--- config.mk ---
export PLATFORM = sky130hd
export DESIGN_NAME = cache_line_mover
export DESIGN_NICKNAME = d
export VERILOG_FILES = /design/src/rtl/cache_pkg.sv /design/src/rtl/cache_line_mover.sv
export SDC_FILE = /design/constraint.sdc
export NUM_CORES = 1
export LEC_CHECK = 0
export CAP_MARGIN = 20
export CORE_UTILIZATION = 30
export CTS_CLUSTER_DIAMETER = 150
export DETAILED_ROUTE_END_ITERATION = 7
export PLACE_DENSITY = 0.56
export SETUP_SLACK_MARGIN = 0.2
export SLEW_MARGIN = 20
export SYNTH_ARGS = -nofsm -noshare
export SYNTH_HDL_FRONTEND = slang
export SYNTH_SLANG_ARGS = --single-unit
--- constraint.sdc ---
create_clock -name clk -period 29.1 [get_ports clk]
set_input_delay 4.365 -clock clk [delete_from_list [all_inputs] [get_ports clk]]
set_output_delay 4.365 -clock clk [all_outputs]
set_load 0.005 [all_outputs]
--- src/rtl/cache_pkg.sv ---
// Shared cache types: line-mover FSM states, line geometry and line type.
// Imported by the line mover and by the cache data array.
package cache_pkg;

  localparam int WORD_W           = 32;
  localparam int LINE_WORDS       = 4;
  localparam int LINE_OFFSET_BITS = $clog2(LINE_WORDS) + 2;

  typedef logic [LINE_WORDS-1:0][WORD_W-1:0] line_t;

  typedef enum logic [1:0] {
    IDLE  = 2'd0,
    EVICT = 2'd1,
    FILL  = 2'd2,
    DONE  = 2'd3
  } mover_state_t;

endpackage

--- src/rtl/cache_line_mover.sv ---
// Moves whole cache lines between cache and data memory, one word per cycle.
// Ports: req_* handshake + addrs/lines from the controller, done pulse, mem_* port.
module cache_line_mover
  import cache_pkg::*;
#(
  parameter int DATA_WIDTH     = 32,
  parameter int WORDS_PER_LINE = 4
) (
  input  logic                               clk,
  input  logic                               rst,
  input  logic                               req_valid,
  output logic                               req_ready,
  input  logic                               req_fill,
  input  logic                               req_evict,
  input  logic [DATA_WIDTH-1:0]              fill_addr,
  input  logic [DATA_WIDTH-1:0]              evict_addr,
  input  logic [DATA_WIDTH*WORDS_PER_LINE-1:0] wline,
  output logic [DATA_WIDTH*WORDS_PER_LINE-1:0] rline,
  output logic                               done,
  output logic                               mem_we,
  output logic [DATA_WIDTH-1:0]              mem_a,
  output logic [DATA_WIDTH-1:0]              mem_wd,
  output logic                               mem_byteaddr,
  input  logic [DATA_WIDTH-1:0]              mem_rd
);

  localparam int CW  = $clog2(WORDS_PER_LINE);
  localparam int OFF = CW + 2;

  mover_state_t state;
  logic [CW-1:0] cnt;
  logic [DATA_WIDTH-1:0] ebase;
  logic [DATA_WIDTH-1:0] fbase;
  logic [WORDS_PER_LINE-1:0][DATA_WIDTH-1:0] wl_q;
  logic [WORDS_PER_LINE-1:0][DATA_WIDTH-1:0] rl_q;
  logic do_fill;
  logic do_evict;

  logic last;
  logic accept;
  logic [DATA_WIDTH-1:0] offs;
  logic unused_low;

  assign last   = &cnt;
  assign accept = req_valid && (state == IDLE)
               && (req_fill || req_evict);
  assign offs   = DATA_WIDTH'({cnt, 2'b00});

  // Line-offset bits of the request addresses are dropped on purpose.
  assign unused_low = ^{fill_addr[OFF-1:0],
                        evict_addr[OFF-1:0], do_evict};

  always_ff @(posedge clk or posedge rst) begin
    if (rst) begin
      state    <= IDLE;
      cnt      <= '0;
      ebase    <= '0;
      fbase    <= '0;
      wl_q     <= '0;
      rl_q     <= '0;
      do_fill  <= 1'b0;
      do_evict <= 1'b0;
    end else begin
      unique case (state)
        IDLE: begin
          if (accept) begin
            ebase    <= {evict_addr[DATA_WIDTH-1:OFF], {OFF{1'b0}}};
            fbase    <= {fill_addr[DATA_WIDTH-1:OFF], {OFF{1'b0}}};
            wl_q     <= wline;
            do_fill  <= req_fill;
            do_evict <= req_evict;
            cnt      <= '0;
            state    <= req_evict ? EVICT : FILL;
          end
        end
        EVICT: begin
          cnt <= cnt + CW'(1);
          if (last) begin
            cnt   <= '0;
            state <= do_fill ? FILL : DONE;
          end
        end
        FILL: begin
          rl_q[cnt] <= mem_rd;
          cnt       <= cnt + CW'(1);
          if (last) begin
            cnt   <= '0;
            state <= DONE;
          end
        end
        DONE: state <= IDLE;
        default: state <= IDLE;
      endcase
    end
  end

  // Port outputs depend on registered state only.
  always_comb begin
    mem_we = 1'b0;
    mem_a  = '0;
    mem_wd = '0;
    unique case (state)
      EVICT: begin
        mem_we = 1'b1;
        mem_a  = ebase + offs;
        mem_wd = wl_q[cnt];
      end
      FILL:    mem_a = fbase + offs;
      default: ;
    endcase
  end

  assign mem_byteaddr = 1'b0;
  assign done         = (state == DONE);
  assign req_ready    = (state == IDLE);
  assign rline        = rl_q;

endmodule
# After elaboration in Yosys (flattened, before gate mapping)
# Cells that the tools add are included.
[classes] mux=17 eq_ne=6 reduce_logical=11 addsub=3 n_lt_le_gt_ge=2
[ops] op="bitwise mux 128 bit" count=1
[ops] op="2-to-1 mux 32 bit" count=3
[ops] op="adder 32 x 4 -> 32 bit" count=2
[ops] op="binary-select mux 32 bit (select 2 bit)" count=1
[ops] op="demux 32 bit (select 2 bit)" count=1
[ops] op="case mux 32 bit (2 select lines)" count=1
[ops] op="2-to-1 mux 2 bit" count=6
[ops] op="case mux 2 bit (4 select lines)" count=1
[ops] op="AND reduction 2 bit" count=3
[ops] op="== test 2 bit (second input constant)" count=2
[ops] op="inequality test 2 bit (second input constant)" count=2
[ops] op="case mux 2 bit (2 select lines)" count=1
[ops] op="logical AND 1 bit" count=3
[ops] op="less-than comparator 2 x 3 -> 1 bit (second input constant)" count=1
[ops] op="AND reduction 3 bit" count=1
[ops] op="adder 2 x 1 -> 2 bit (second input constant)" count=1
[ops] op="== test 2 x 1 -> 1 bit (second input constant)" count=1
[ops] op=">= comparator 2 x 1 -> 1 bit (second input constant)" count=1
[ops] op="logical NOT 2 bit" count=1
[ops] op="2-to-1 mux 1 bit" count=2
[ops] op="inequality test 2 x 1 -> 1 bit (second input constant)" count=1
[ops] op="nonzero test 2 bit" count=1
[ops] op="OR reduction 2 bit" count=1
[ops] op="logical OR 1 bit" count=1
[totals] inputBits=229 ff_bits=317 wordCells=52

# Depth between registers and ports, before layout
[logic_depth] word_depth=5 mapped_depth=7 ltp_nobuf=5

# Least setup slack after synthesis
# No wires, ideal clock.
[synth_path] path_kind="reg2out" start="register state[0]" end="output mem_a[10]" n_path_buf=2 required_time_ns=24.735 path_slack_ns=23.277 arrival_time_ns=1.458 path_stages_with_launch=7 cell_sequence="dfrtp_1 inv_1 ha_1 buf_2 buf_1 a22oi_1 nor2_1"
[synth_between] elab_chain_len=2 elab_cells_between_ends=3 cone_classes="2 x eq/ne; 1 x mux"
[synth_rtl] item="start: declaration" line_no="cache_line_mover.sv:30" source="mover_state_t state;"
[synth_rtl] item="start signal: assignment" line_no="cache_line_mover.sv:73" source="state <= req_evict ? EVICT : FILL;"
[synth_rtl] item="start signal: assignment" line_no="cache_line_mover.sv:80" source="state <= do_fill ? FILL : DONE;"
[synth_rtl] item="== test 2 bit / == test 2 x 1 -> 1 bit (equally long branches)" line_no="cache_line_mover.sv:102" source="unique case (state)"
[synth_rtl] item="case mux 32 bit (2 select lines) (*)" line_no="cache_line_mover.sv:102"
[synth_rtl] item="end: declaration" line_no="cache_line_mover.sv:21" source="output logic [DATA_WIDTH-1:0] mem_a,"
# Mark *: on every way between the ends. The rest lies on a longest branch, timed or not.

# Worst setup path in the final report
[layout_path] start="register cnt[0]" end="output mem_wd[12]"
[layout_between] elab_chain_len=3
[layout_rtl] item="start: declaration" line_no="cache_line_mover.sv:31" source="logic [CW-1:0] cnt;"
[layout_rtl] item="start signal: assignment" line_no="cache_line_mover.sv:77" source="cnt <= cnt + CW'(1);"
[layout_rtl] item="start signal: assignment" line_no="cache_line_mover.sv:85" source="cnt <= cnt + CW'(1);"
[layout_rtl] item="binary-select mux 32 bit (select 2 bit)" line_no="cache_line_mover.sv:106" source="mem_wd = wl_q[cnt];"
[layout_rtl] item="2-to-1 mux 32 bit (not written as such)" line_no="cache_line_mover.sv:106"
[layout_rtl] item="2-to-1 mux 32 bit" line_no="cache_line_mover.sv:102"
[layout_rtl] item="end: declaration" line_no="cache_line_mover.sv:22" source="output logic [DATA_WIDTH-1:0] mem_wd,"
# No other way between the ends. The select of a mux whose other input is x is not followed.

==> flow_summary.ini <==
[status]
status = finished clean

[clocking]
cts_tree = yes
cts.sinks = 317
post_cts_resized = 0
clockBufferDepth = 3
cts_buffers = 38
cts-root-buf = clkbuf_16
clkSlewWorstSetupHoldPaths_ns = 0.06
clk-insertion-delay-late_ns = 0.54
postCtsHoldBufs = 0
postCtsSetupRepairBufs = 0
cts_htree_levels = 2

[job]
cap_viol_max_count = 0

[layout]
syn_to_final_growth_pct = 43.91
layout.nets = 1501
fin_util = 0.4369
stdcell_area_um2 = 19280
post_route_cells_drive_above_1_share = 0.2213

[timing]
hold_viol_final = 0
worst_slew_pin_slew_ns = 1.072
rsz0062_at_grt = no
slew_headroom = 0.2850
report.final.slew_viol_count = 0
min_period_ns = 7.450
tns_ns = 0
finalClockSkew_ns = 0.008952
setup-violations-final = 0
fmax_ghz = 0.1342
fin_crit_sh = 0.2560

[power]
intPower_uw = 1493
power.switching_uw = 612.5
peakVddDrop_mv = 0.04993
clkPwrFrac = 0.222
combPwrFrac = 0.400
seqPwrFrac = 0.378
power.density_nw_per_um2 = 109.2
swShare = 0.2909
power.leakage_uw = 0.007900

[synth]
ys_seq_area_frac = 0.5921
syn_area_per_cell_um2 = 15.82
synth_area_leader_cell = dfrtp_1
yosys-top-cells-area = dfrtp_1, mux2_2, mux2_1, mux4_2, a22oi_1
synth.distinct_cells = 29
ys_seq_elements = 317
synth.top_cell.area_share = 0.5921
syn-cell-area_um2 = 13400
synthesis.instances = 847
ys_warn_count = 0

[drt]
viasPerCell = 4.564
drc_errors = 0
via_count = 8585
firstDrtPassIters = 4
drt-total-wl_mm = 35.99
ant_nets = 0
wl_per_cell_um = 19.13
drt_iter0_drc = 417

[grt]
grt_pass1_vias = 9131
grt_pass1_wl_mm = 54.43
gr-usage-all-layers = 0.1580
antenna_found_initial = 2
grt_max_degree = 115
grt_overflow = 0

[place]
dpl_cell_area_um2 = 18010
place_congestion = 0.6880
dp_hpwl_mm = 24.65
numPortBuffers = 413

[floorplan]
dieArea_um2 = 45510
boundaryPins = 425
num_rows = 77
start_util = 0.3036
fp.dieW_um = 213.3
core_um2 = 44120
dieHeight_um = 213.3

[worst_setup_path]
critPathKind = flop to output port
worstPathMaxFanout = 21
ff2ff_path_depth = 5
critPathCaptureType = output port
worstPathArrival_ns = 3.08
cp.required_ns = 24.73
crit_path_start_kind = flop

[min_path]
hp-class = flop to flop
hold_path_depth = 1
-- cell usage in the layout (no fill, tap or decap), types with 2 or more instances in the layout --
master and count:
a22o_1 2, a22oi_1 28, dfrtp_2 2, clkinvlp_4 3
ha_1 10, clkbuf_16 39, conb_1 3, nor3_1 2
mux2_2 173, mux2_1 140, clkbuf_1 7, inv_1 5
clkbuf_8 10, clkdlybuf4s50_1 413, mux4_2 32, nand2_1 4
buf_4 13, dfrtp_1 315, and2_1 32, inv_6 2
clkinv_2 4, nor2_1 32
-- state kept, by name (all words and copies together), names as in the netlist --
name and cells:
fbase 28, state 2, do_fill 1, cnt 2, wl_q 128, ebase 28, rline 128
-- cell type report --
class	instances	area [µm²]
inverter	6	30.03
clock buffer	56	1140
multi-input combinational	470	5062
timing repair buffer	428	4270
antenna	1	2.502
fill	4166	24850
sequential	317	7935
tap	592	740.7
clock inverter	11	98.84
-- synth_stat cells --
library cell / number
inv_1: 6
mux4_2: 32
nand2_1: 4
a22o_1: 2
conb_1: 1
nor2b_1: 1
o211ai_4: 1
and2_1: 32
a2bb2oi_1: 1
clkbuf_1: 10
o31ai_1: 1
a22oi_1: 28
a21oi_1: 1
nand2b_1: 1
o21ai_0: 1
dfrtp_1: 317
o21a_1: 1
ha_1: 11
mux2_2: 173
buf_6: 18
a32o_1: 1
nor2_1: 32
mux2i_1: 1
buf_4: 5
buf_2: 20
buf_1: 3
mux2_1: 140
nand3_1: 1
nor3_1: 2
-- cells by family after synthesis --
kind of cell,share of synthesized area
mux,0.3176
flops,0.5921
simple gates,0.02709
buf+inv,0.03073
compound gates,0.02185
fa+ha+maj,0.01027
other cells,0.0002799
-- layer usage --
| metal | global-route usage | share of wire |
|---|---|---|
| met5 | 0 | 0.00036 |
| met4 | 0.05099 | 0.021 |
| met3 | 0.06369 | 0.099 |
| met2 | 0.2565 | 0.48 |
| met1 | 0.1904 | 0.40 |
-- critical path, stage by stage, from the launching register on --
cell	delay (ns)
dfrtp_2	0.77
buf_4	0.51
mux4_2	0.56
and2_1	0.17
clkdlybuf4s50_1	0.50
-- final timing paths --
kind                       startpoint          to  slack (ns)
setup / recovery               cnt[0]  mem_wd[12]       21.65
hold / removal               wl_q[86]    wl_q[86]        0.49
setup reg to reg               cnt[1]   rline[47]       26.11
hold reg to reg              wl_q[86]    wl_q[86]        0.49
max in group asynchronous         rst      cnt[1]       22.83
min in group asynchronous         rst    rline[8]        4.33
-- stage by stage --
| stage | setup WS, ns | cells | power [µW] | hold WS (ns) |
|---|---|---|---|---|
| 2_1_floorplan | 15.96 | 849 | 1229 | 0.4587 |
| 3_3_place_gp | 21.73 | 1812 | 1647 | 0.4684 |
| 3_5_place_dp | 21.72 | 1812 | 1666 | 0.4776 |
| 4_1_cts | 21.48 | 1879 | 2147 | 0.4898 |
| 5_1_grt | 21.38 | 1880 | 2251 | 0.4996 |
| 6_report | 21.65 | 1881 | 2106 | 0.4853 |
-- power groups by stage --
| stage | registers, µW | clock network (µW) | logic, µW |
|---|---|---|---|
| finish | 796 | 468 | 843 |
| floorplan | 770 | 0 | 459 |
| CTS | 800 | 486 | 861 |
| global route | 828 | 504 | 918 |
| global placement | 800 | 0 | 847 |
| detailed placement | 807 | 0 | 859 |
(Power assumes the default switching activity.)
